==> src/rtl/trigger_capture.sv <==
`default_nettype none
// ============================================================================
// Module      : trigger_capture
// Description : Oscilloscope frame-RAM writer. Samples into a circular buffer,
//               detects a level/slope trigger and holds one pre/post frame.
// Revision    : 1.0 - initial release
// ============================================================================
module trigger_capture #(
    parameter int DATA_W   = 8,
    parameter int ADDR_W   = 9,
    parameter int PRE_TRIG = 100,
    parameter int AUTO_TO  = 4095
) (
    input  logic              sys_clk,
    input  logic              rst_n,
    input  logic              sample_en,
    input  logic              sample_type,
    input  logic              arm,
    input  logic              trig_slope,
    input  logic [DATA_W-1:0] trig_level,
    input  logic [DATA_W-1:0] adc_db,
    output logic              wr_en,
    output logic [ADDR_W-1:0] wr_addr,
    output logic [DATA_W-1:0] wr_data,
    output logic              frame_ready,
    input  logic              frame_ack,
    output logic [ADDR_W-1:0] start_addr,
    output logic              trig_forced,
    output logic [2:0]        state
);

    typedef enum logic [2:0] {
        S_IDLE = 3'd0,
        S_PRE  = 3'd1,
        S_WAIT = 3'd2,
        S_POST = 3'd3,
        S_DONE = 3'd4
    } state_t;

    localparam int                c_TO_W       = (AUTO_TO > 1) ? $clog2(AUTO_TO + 1) : 1;
    localparam logic [ADDR_W-1:0] c_LEN_SINGLE = ADDR_W'(200);
    localparam logic [ADDR_W-1:0] c_LEN_DOUBLE = ADDR_W'(400);
    localparam logic [ADDR_W-1:0] c_ONE        = ADDR_W'(1);
    localparam logic [ADDR_W-1:0] c_PRE        = ADDR_W'(PRE_TRIG);
    localparam logic [ADDR_W-1:0] c_PRE_LAST   = ADDR_W'((PRE_TRIG > 0) ? PRE_TRIG - 1 : 0);
    localparam logic [c_TO_W-1:0] c_TO_LAST    = c_TO_W'((AUTO_TO > 0) ? AUTO_TO - 1 : 0);
    localparam logic [c_TO_W-1:0] c_TO_ONE     = c_TO_W'(1);
    localparam logic              c_TO_EN      = (AUTO_TO != 0);

    state_t              r_state;
    state_t              w_next;
    logic [ADDR_W-1:0]   r_len;
    logic [ADDR_W-1:0]   r_wr_ptr;
    logic [ADDR_W-1:0]   r_pre_cnt;
    logic [ADDR_W-1:0]   r_post_cnt;
    logic [ADDR_W-1:0]   r_trig_addr;
    logic [c_TO_W-1:0]   r_to_cnt;
    logic [DATA_W-1:0]   r_prev;
    logic                r_prev_valid;
    logic                r_forced;
    logic                r_wr_en;
    logic [ADDR_W-1:0]   r_wr_addr;
    logic [DATA_W-1:0]   r_wr_data;
    logic                r_frame_ready;
    logic [ADDR_W-1:0]   r_start_addr;
    logic                r_trig_forced;

    logic                w_strobe;
    logic                w_cross;
    logic                w_real_trig;
    logic                w_timeout;
    logic [ADDR_W-1:0]   w_ptr_next;
    logic [ADDR_W-1:0]   w_post_next;
    logic [ADDR_W-1:0]   w_start;
    logic                w_hold;

    always_comb begin
        w_strobe    = sample_en && ((r_state == S_PRE) || (r_state == S_WAIT) || (r_state == S_POST));
        w_cross     = trig_slope ? ((r_prev < trig_level) && (adc_db >= trig_level))
                                 : ((r_prev > trig_level) && (adc_db <= trig_level));
        w_real_trig = w_strobe && (r_state == S_WAIT) && r_prev_valid && w_cross;
        w_timeout   = c_TO_EN && w_strobe && (r_state == S_WAIT) && (r_to_cnt == c_TO_LAST);
        w_ptr_next  = (r_wr_ptr == r_len - c_ONE) ? '0 : r_wr_ptr + c_ONE;
        w_post_next = r_post_cnt + c_ONE;
        // Oldest sample sits PRE_TRIG behind the trigger, folded back into [0, L).
        w_start     = (r_trig_addr < c_PRE) ? (r_trig_addr + r_len - c_PRE)
                                            : (r_trig_addr - c_PRE);
        w_hold      = (r_state == S_DONE) && !frame_ack;

        w_next = r_state;
        case (r_state)
            S_IDLE: if (arm) w_next = S_PRE;
            S_PRE:  if (w_strobe && (r_pre_cnt == c_PRE_LAST)) w_next = S_WAIT;
            S_WAIT: if (w_real_trig || w_timeout) w_next = S_POST;
            S_POST: if (w_strobe && (w_post_next == r_len - c_PRE)) w_next = S_DONE;
            S_DONE: if (frame_ack) w_next = S_IDLE;
            default: w_next = S_IDLE;
        endcase
    end

    always_ff @(posedge sys_clk or negedge rst_n) begin
        if (!rst_n) begin
            r_state       <= S_IDLE;
            r_len         <= '0;
            r_wr_ptr      <= '0;
            r_pre_cnt     <= '0;
            r_post_cnt    <= '0;
            r_trig_addr   <= '0;
            r_to_cnt      <= '0;
            r_prev        <= '0;
            r_prev_valid  <= 1'b0;
            r_forced      <= 1'b0;
            r_wr_en       <= 1'b0;
            r_wr_addr     <= '0;
            r_wr_data     <= '0;
            r_frame_ready <= 1'b0;
            r_start_addr  <= '0;
            r_trig_forced <= 1'b0;
        end else begin
            r_state <= w_next;
            r_wr_en <= w_strobe;
            if (w_strobe) begin
                r_wr_addr    <= r_wr_ptr;
                r_wr_data    <= adc_db;
                r_wr_ptr     <= w_ptr_next;
                r_prev       <= adc_db;
                r_prev_valid <= 1'b1;
            end
            case (r_state)
                S_IDLE: begin
                    if (arm) begin
                        r_len        <= sample_type ? c_LEN_DOUBLE : c_LEN_SINGLE;
                        r_wr_ptr     <= '0;
                        r_pre_cnt    <= '0;
                        r_post_cnt   <= '0;
                        r_to_cnt     <= '0;
                        r_prev_valid <= 1'b0;
                        r_forced     <= 1'b0;
                    end
                end
                S_PRE: if (w_strobe) r_pre_cnt <= r_pre_cnt + c_ONE;
                S_WAIT: begin
                    if (w_strobe) r_to_cnt <= r_to_cnt + c_TO_ONE;
                    // A genuine crossing on the timeout strobe is not reported as forced.
                    if (w_real_trig || w_timeout) begin
                        r_trig_addr <= r_wr_ptr;
                        r_post_cnt  <= c_ONE;
                        r_forced    <= !w_real_trig;
                    end
                end
                S_POST: if (w_strobe) r_post_cnt <= w_post_next;
                default: ;
            endcase
            r_frame_ready <= w_hold;
            r_start_addr  <= w_hold ? w_start : '0;
            r_trig_forced <= w_hold ? r_forced : 1'b0;
        end
    end

    assign wr_en       = r_wr_en;
    assign wr_addr     = r_wr_addr;
    assign wr_data     = r_wr_data;
    assign frame_ready = r_frame_ready;
    assign start_addr  = r_start_addr;
    assign trig_forced = r_trig_forced;
    assign state       = r_state;

endmodule
`default_nettype wire
==> config.mk <==
export PLATFORM = sky130hd
export DESIGN_NAME = trigger_capture
export DESIGN_NICKNAME = d
export VERILOG_FILES = /design/src/rtl/trigger_capture.sv
export SDC_FILE = /design/constraint.sdc
export NUM_CORES = 1
export LEC_CHECK = 0
export CAP_MARGIN = 25
export CORE_ASPECT_RATIO = 1.5
export CORE_MARGIN = 3
export CORE_UTILIZATION = 50
export CTS_BUF_LIST = sky130_fd_sc_hd__clkbuf_8
export CTS_CLUSTER_DIAMETER = 150
export DETAILED_ROUTE_END_ITERATION = 6
export DONT_BUFFER_PORTS = 1
export PLACE_DENSITY = 0.76
export SETUP_SLACK_MARGIN = 0.2
export SLEW_MARGIN = 10
export SYNTH_ARGS = -nofsm -noshare
export SYNTH_HDL_FRONTEND = slang
export SYNTH_SLANG_ARGS = --single-unit
==> constraint.sdc <==
create_clock -name sys_clk -period 2.7 [get_ports sys_clk]
set_clock_uncertainty 0.1 [all_clocks]
set_input_delay 0.54 -clock sys_clk [delete_from_list [all_inputs] [get_ports sys_clk]]
set_output_delay 0.54 -clock sys_clk [all_outputs]
set_load 0.05 [all_outputs]
==> qor.json <==
{
  "synth_sequential_area_ratio": {"value": 44.5, "unit": "%"},
  "hold_viol": {"value": 85},
  "vias_per_cell": {"value": 5.73},
  "critical_path_at": {"value": 2610, "unit": "ps"},
  "drtIter0Drc": {"value": 164},
  "count_of_max_cap_constraint_violations": {"value": 0},
  "rrSetupSlack": {"value": 250, "unit": "ps"},
  "global_route_wire_length_before_repair": {"value": 17000, "unit": "µm"},
  "grt_setup_unrepaired": {"value": "yes"},
  "globalplace.congestion": {"value": 0.870},
  "clk-insertion-delay-late": {"value": 370, "unit": "ps"},
  "synth_compound_gate_area_share": {"value": 9.17, "unit": "%"},
  "effective_utilization_at_floorplan": {"value": 51.3, "unit": "%"},
  "antenna_found_initial": {"value": 0},
  "synth_edf_count": {"value": 0},
  "post-route-period-util": {"value": 90.7, "unit": "%"},
  "p_per_area": {"value": 709, "unit": "nW/µm²"},
  "die_h": {"value": 126, "unit": "µm"},
  "synth_adder_area_share": {"value": 9.06, "unit": "%"},
  "netlist.area_leader.share": {"value": 44.5, "unit": "%"},
  "cp_cell_sequence": {"value": "or4b_1 > or4_4 > a31oi_4 > mux2_4"},
  "io_pins": {"value": 55},
  "synth_mux_area_share": {"value": 7.86, "unit": "%"},
  "critical_path.max_fanout": {"value": 7},
  "status": {"value": "finished with violations"},
  "drt_first_pass_iters": {"value": 4},
  "worst_setup_path_startpoint": {"value": "state[0]"},
  "slew_viol_final": {"value": 0},
  "tritoncts": {"value": "yes"},
  "clkSinkCount": {"value": 85},
  "violated_checks": {"value": "negative hold slack"},
  "layout.cells.non_filler": {"value": 614},
  "cts.htree.levels": {"value": 3},
  "cts.root.buffer_cell": {"value": "sky130_fd_sc_hd__clkbuf_8"},
  "route.detailed.wl_per_inst": {"value": 16.9, "unit": "µm"},
  "ys_ff_latch": {"value": 85},
  "layout-area-overhead-vs-synth": {"value": 12.2, "unit": "%"},
  "cp_slowest_cell": {"value": "sky130_fd_sc_hd__or4b_1"},
  "synth_cells": {"value": 471},
  "post_synth_main_area_contributors": {"value": "sky130_fd_sc_hd__dfrtp_1, sky130_fd_sc_hd__ha_1, sky130_fd_sc_hd__mux2_2"},
  "floorplan.rows": {"value": 43},
  "die_area": {"value": 10800, "unit": "µm²"},
  "netlist_area": {"value": 4780, "unit": "µm²"},
  "die_width": {"value": 85.8, "unit": "µm"},
  "post-synth-top-area-cell": {"value": "sky130_fd_sc_hd__dfrtp_1"},
  "timing.critical_path.from_type": {"value": "flop"},
  "setup_viol_count_final": {"value": 0},
  "r2r_start": {"value": "state[0]"},
  "antenna_left": {"value": 0},
  "route.detailed.drc": {"value": 0},
  "nets": {"value": 554},
  "clk_path_buf_depth": {"value": 2},
  "critical_path.endpoint_type": {"value": "flop"},
  "core_area": {"value": 9310, "unit": "µm²"},
  "layout-drive-gt1-share": {"value": 20.1, "unit": "%"},
  "post_synth_and_or_nand_nor_area_fraction": {"value": 17.3, "unit": "%"},
  "synth-xor-area-share": {"value": 8.07, "unit": "%"},
  "grt_overflow_total": {"value": 0},
  "timing_worst_setup_path_type": {"value": "reg2reg"},
  "yosys_most_used_dff": {"value": "sky130_fd_sc_hd__dfrtp_1"},
  "asyncSetResetFlopFracSynth": {"value": 100, "unit": "%"},
  "fmax": {"value": 408, "unit": "MHz"},
  "yosysWarnings": {"value": 0},
  "vias": {"value": 3517},
  "place.detailed.instances": {"value": 590},
  "grt_start_max_net_pins": {"value": 86},
  "placement.io_buffers": {"value": 0},
  "crit_required": {"value": 2860, "unit": "ps"},
  "clk_pin_slew_worst_paths": {"value": 100, "unit": "ps"},
  "tightestPinTransition": {"value": 570, "unit": "ps"},
  "synth_top_cells_by_count": {"value": "sky130_fd_sc_hd__dfrtp_1, sky130_fd_sc_hd__nor2_1, sky130_fd_sc_hd__ha_1"},
  "main_combinational_cell_family_by_area_after_synthesis": {"value": "simple AND/OR/NAND/NOR gates"},
  "groute.usage.overall": {"value": 19.8, "unit": "%"},
  "synth_area_per_cell": {"value": 10.1, "unit": "µm²"},
  "filler_cell_count": {"value": 769},
  "finalCriticalPeriod": {"value": 2450, "unit": "ps"},
  "post_route_core_utilization": {"value": 57.6, "unit": "%"},
  "vdd_drop_max": {"value": 0.482, "unit": "mV"},
  "cts_buffers": {"value": 9},
  "fin_total_pwr": {"value": 3.80, "unit": "mW"},
  "detailed_place_hpwl": {"value": 7370, "unit": "µm"},
  "synthesis.nets": {"value": 528},
  "wl": {"value": 10400, "unit": "µm"},
  "first_global_vias": {"value": 3638},
  "antennaDiodeCount": {"value": 0},
  "synthDistinctLibCells": {"value": 54},
  "static-leakage-power": {"value": 2.57, "unit": "nW"},
  "tns": {"value": 0, "unit": "ps"},
  "worst_hold_check_path_type": {"value": "in2async"},
  "critical-path-max-stage-delay": {"value": 590, "unit": "ps"},
  "maxSlewHeadroom": {"value": 61.9, "unit": "%"},
  "post-synth-top-count-cell": {"value": "sky130_fd_sc_hd__dfrtp_1"},
  "final.hold.worst_slack": {"value": -250, "unit": "ps"}
}
[stage by stage]
| step | setup WS (ps) | area (µm²) |
|---|---|---|
| global placement | 91.6 | 5060 |
| floorplan | 142 | 4830 |
| finish | 250 | 5360 |
| CTS | 195 | 5270 |
| detailed placement | 10.5 | 5060 |
| global route | 145 | 5360 |
[worst paths after layout]
check,to,cells past startpoint
setup reg to reg,r_post_cnt[1],4
min in group sys_clk,wr_data[0],2
max in group asynchronous,wr_data[1],0
hold reg to reg,start_addr[2],1
hold / removal,start_addr[3],0
setup / recovery,r_post_cnt[1],4
[cell type report]
class / instances / area [µm²] / area share [%]
Inverter: 33 / 124 / 2.31
Clock buffer: 10 / 138 / 2.57
Tap cell: 112 / 140 / 2.62
Timing Repair Buffer: 28 / 210 / 3.92
Clock inverter: 6 / 52.6 / 0.981
Multi-Input combinational cell: 340 / 2560 / 47.8
Sequential cell: 85 / 2130 / 39.8
[report_power, final]
part / total [mW] / leakage, nW / switching [mW] / internal, mW
Clock: 0.876 / 0.0978 / 0.502 / 0.374
Combinational: 1.02 / 1.40 / 0.512 / 0.507
Sequential: 1.91 / 1.08 / 0.437 / 1.47
[cells by family after synthesis]
group                      after synthesis
muxes                                   31
xor gates and xnor gates                44
and+or+nand+nor                        164
adders and majority gates               34
buffers and inverters                   47
AOI/OAI and AO/OA                       66
DFF                                     85
[flip-flops by register name, summed over array words and instances, names as in the netlist, 3 cells and up]
name / cells
r_to_cnt: 12
r_post_cnt: 9
r_pre_cnt: 9
r_trig_addr: 9
r_wr_ptr: 9
start_addr: 9
wr_addr: 9
wr_data: 8
r_len: 3
state: 3
[layer usage]
layer,up-vias,wire [µm],GRT usage (%)
li1,1690,-,-
met1,1720,4120,21.5
met2,77,5500,35.6
met3,30,405,3.73
met4,0,347,10.7
met5,-,0,0
[layout by cell type, fill, tap and decap left out, types with 4 or more instances in the layout]
master                     Yosys  layout
sky130_fd_sc_hd__mux2_2       20      17
sky130_fd_sc_hd__and2_1        4       4
sky130_fd_sc_hd__a21o_1        4       4
sky130_fd_sc_hd__clkbuf_8      0      10
sky130_fd_sc_hd__nand2_1      32      32
sky130_fd_sc_hd__nor2_1       52      52
sky130_fd_sc_hd__dfrtp_2       0       5
sky130_fd_sc_hd__xnor2_1      19      19
sky130_fd_sc_hd__inv_2         1       4
sky130_fd_sc_hd__or3_1         6       6
sky130_fd_sc_hd__and3_1       12      12
sky130_fd_sc_hd__nand2b_1      4       4
sky130_fd_sc_hd__a21oi_1      21      19
sky130_fd_sc_hd__nand3_1      14      14
sky130_fd_sc_hd__dfrtp_1      85      80
sky130_fd_sc_hd__o21ai_0      16      15
sky130_fd_sc_hd__inv_1        32      29
sky130_fd_sc_hd__xor2_1       25      25
sky130_fd_sc_hd__nand4_1      17      17
sky130_fd_sc_hd__nor3_1        6       6
sky130_fd_sc_hd__buf_4         0      28
sky130_fd_sc_hd__ha_1         33      31
sky130_fd_sc_hd__mux2_4        8      11
[critical path: cells and delay by family, from the launching register on]
family,cells,cell delay (ps)
DFF,1,470
and+or+nand+nor,2,1170
muxes,1,320
AOI/OAI and AO/OA,1,280
[repair_timing]
action / in CTS / in global routing
setup buffers: 1 / 6
pin swaps: 1 / 9
endpoints found under the setup margin: 9 / 20
hold endpoints to repair: 85 / 85
gates cloned: 1 / 0
resized for setup: 2 / 8
Note: power is estimated with default switching activity, not from simulation.
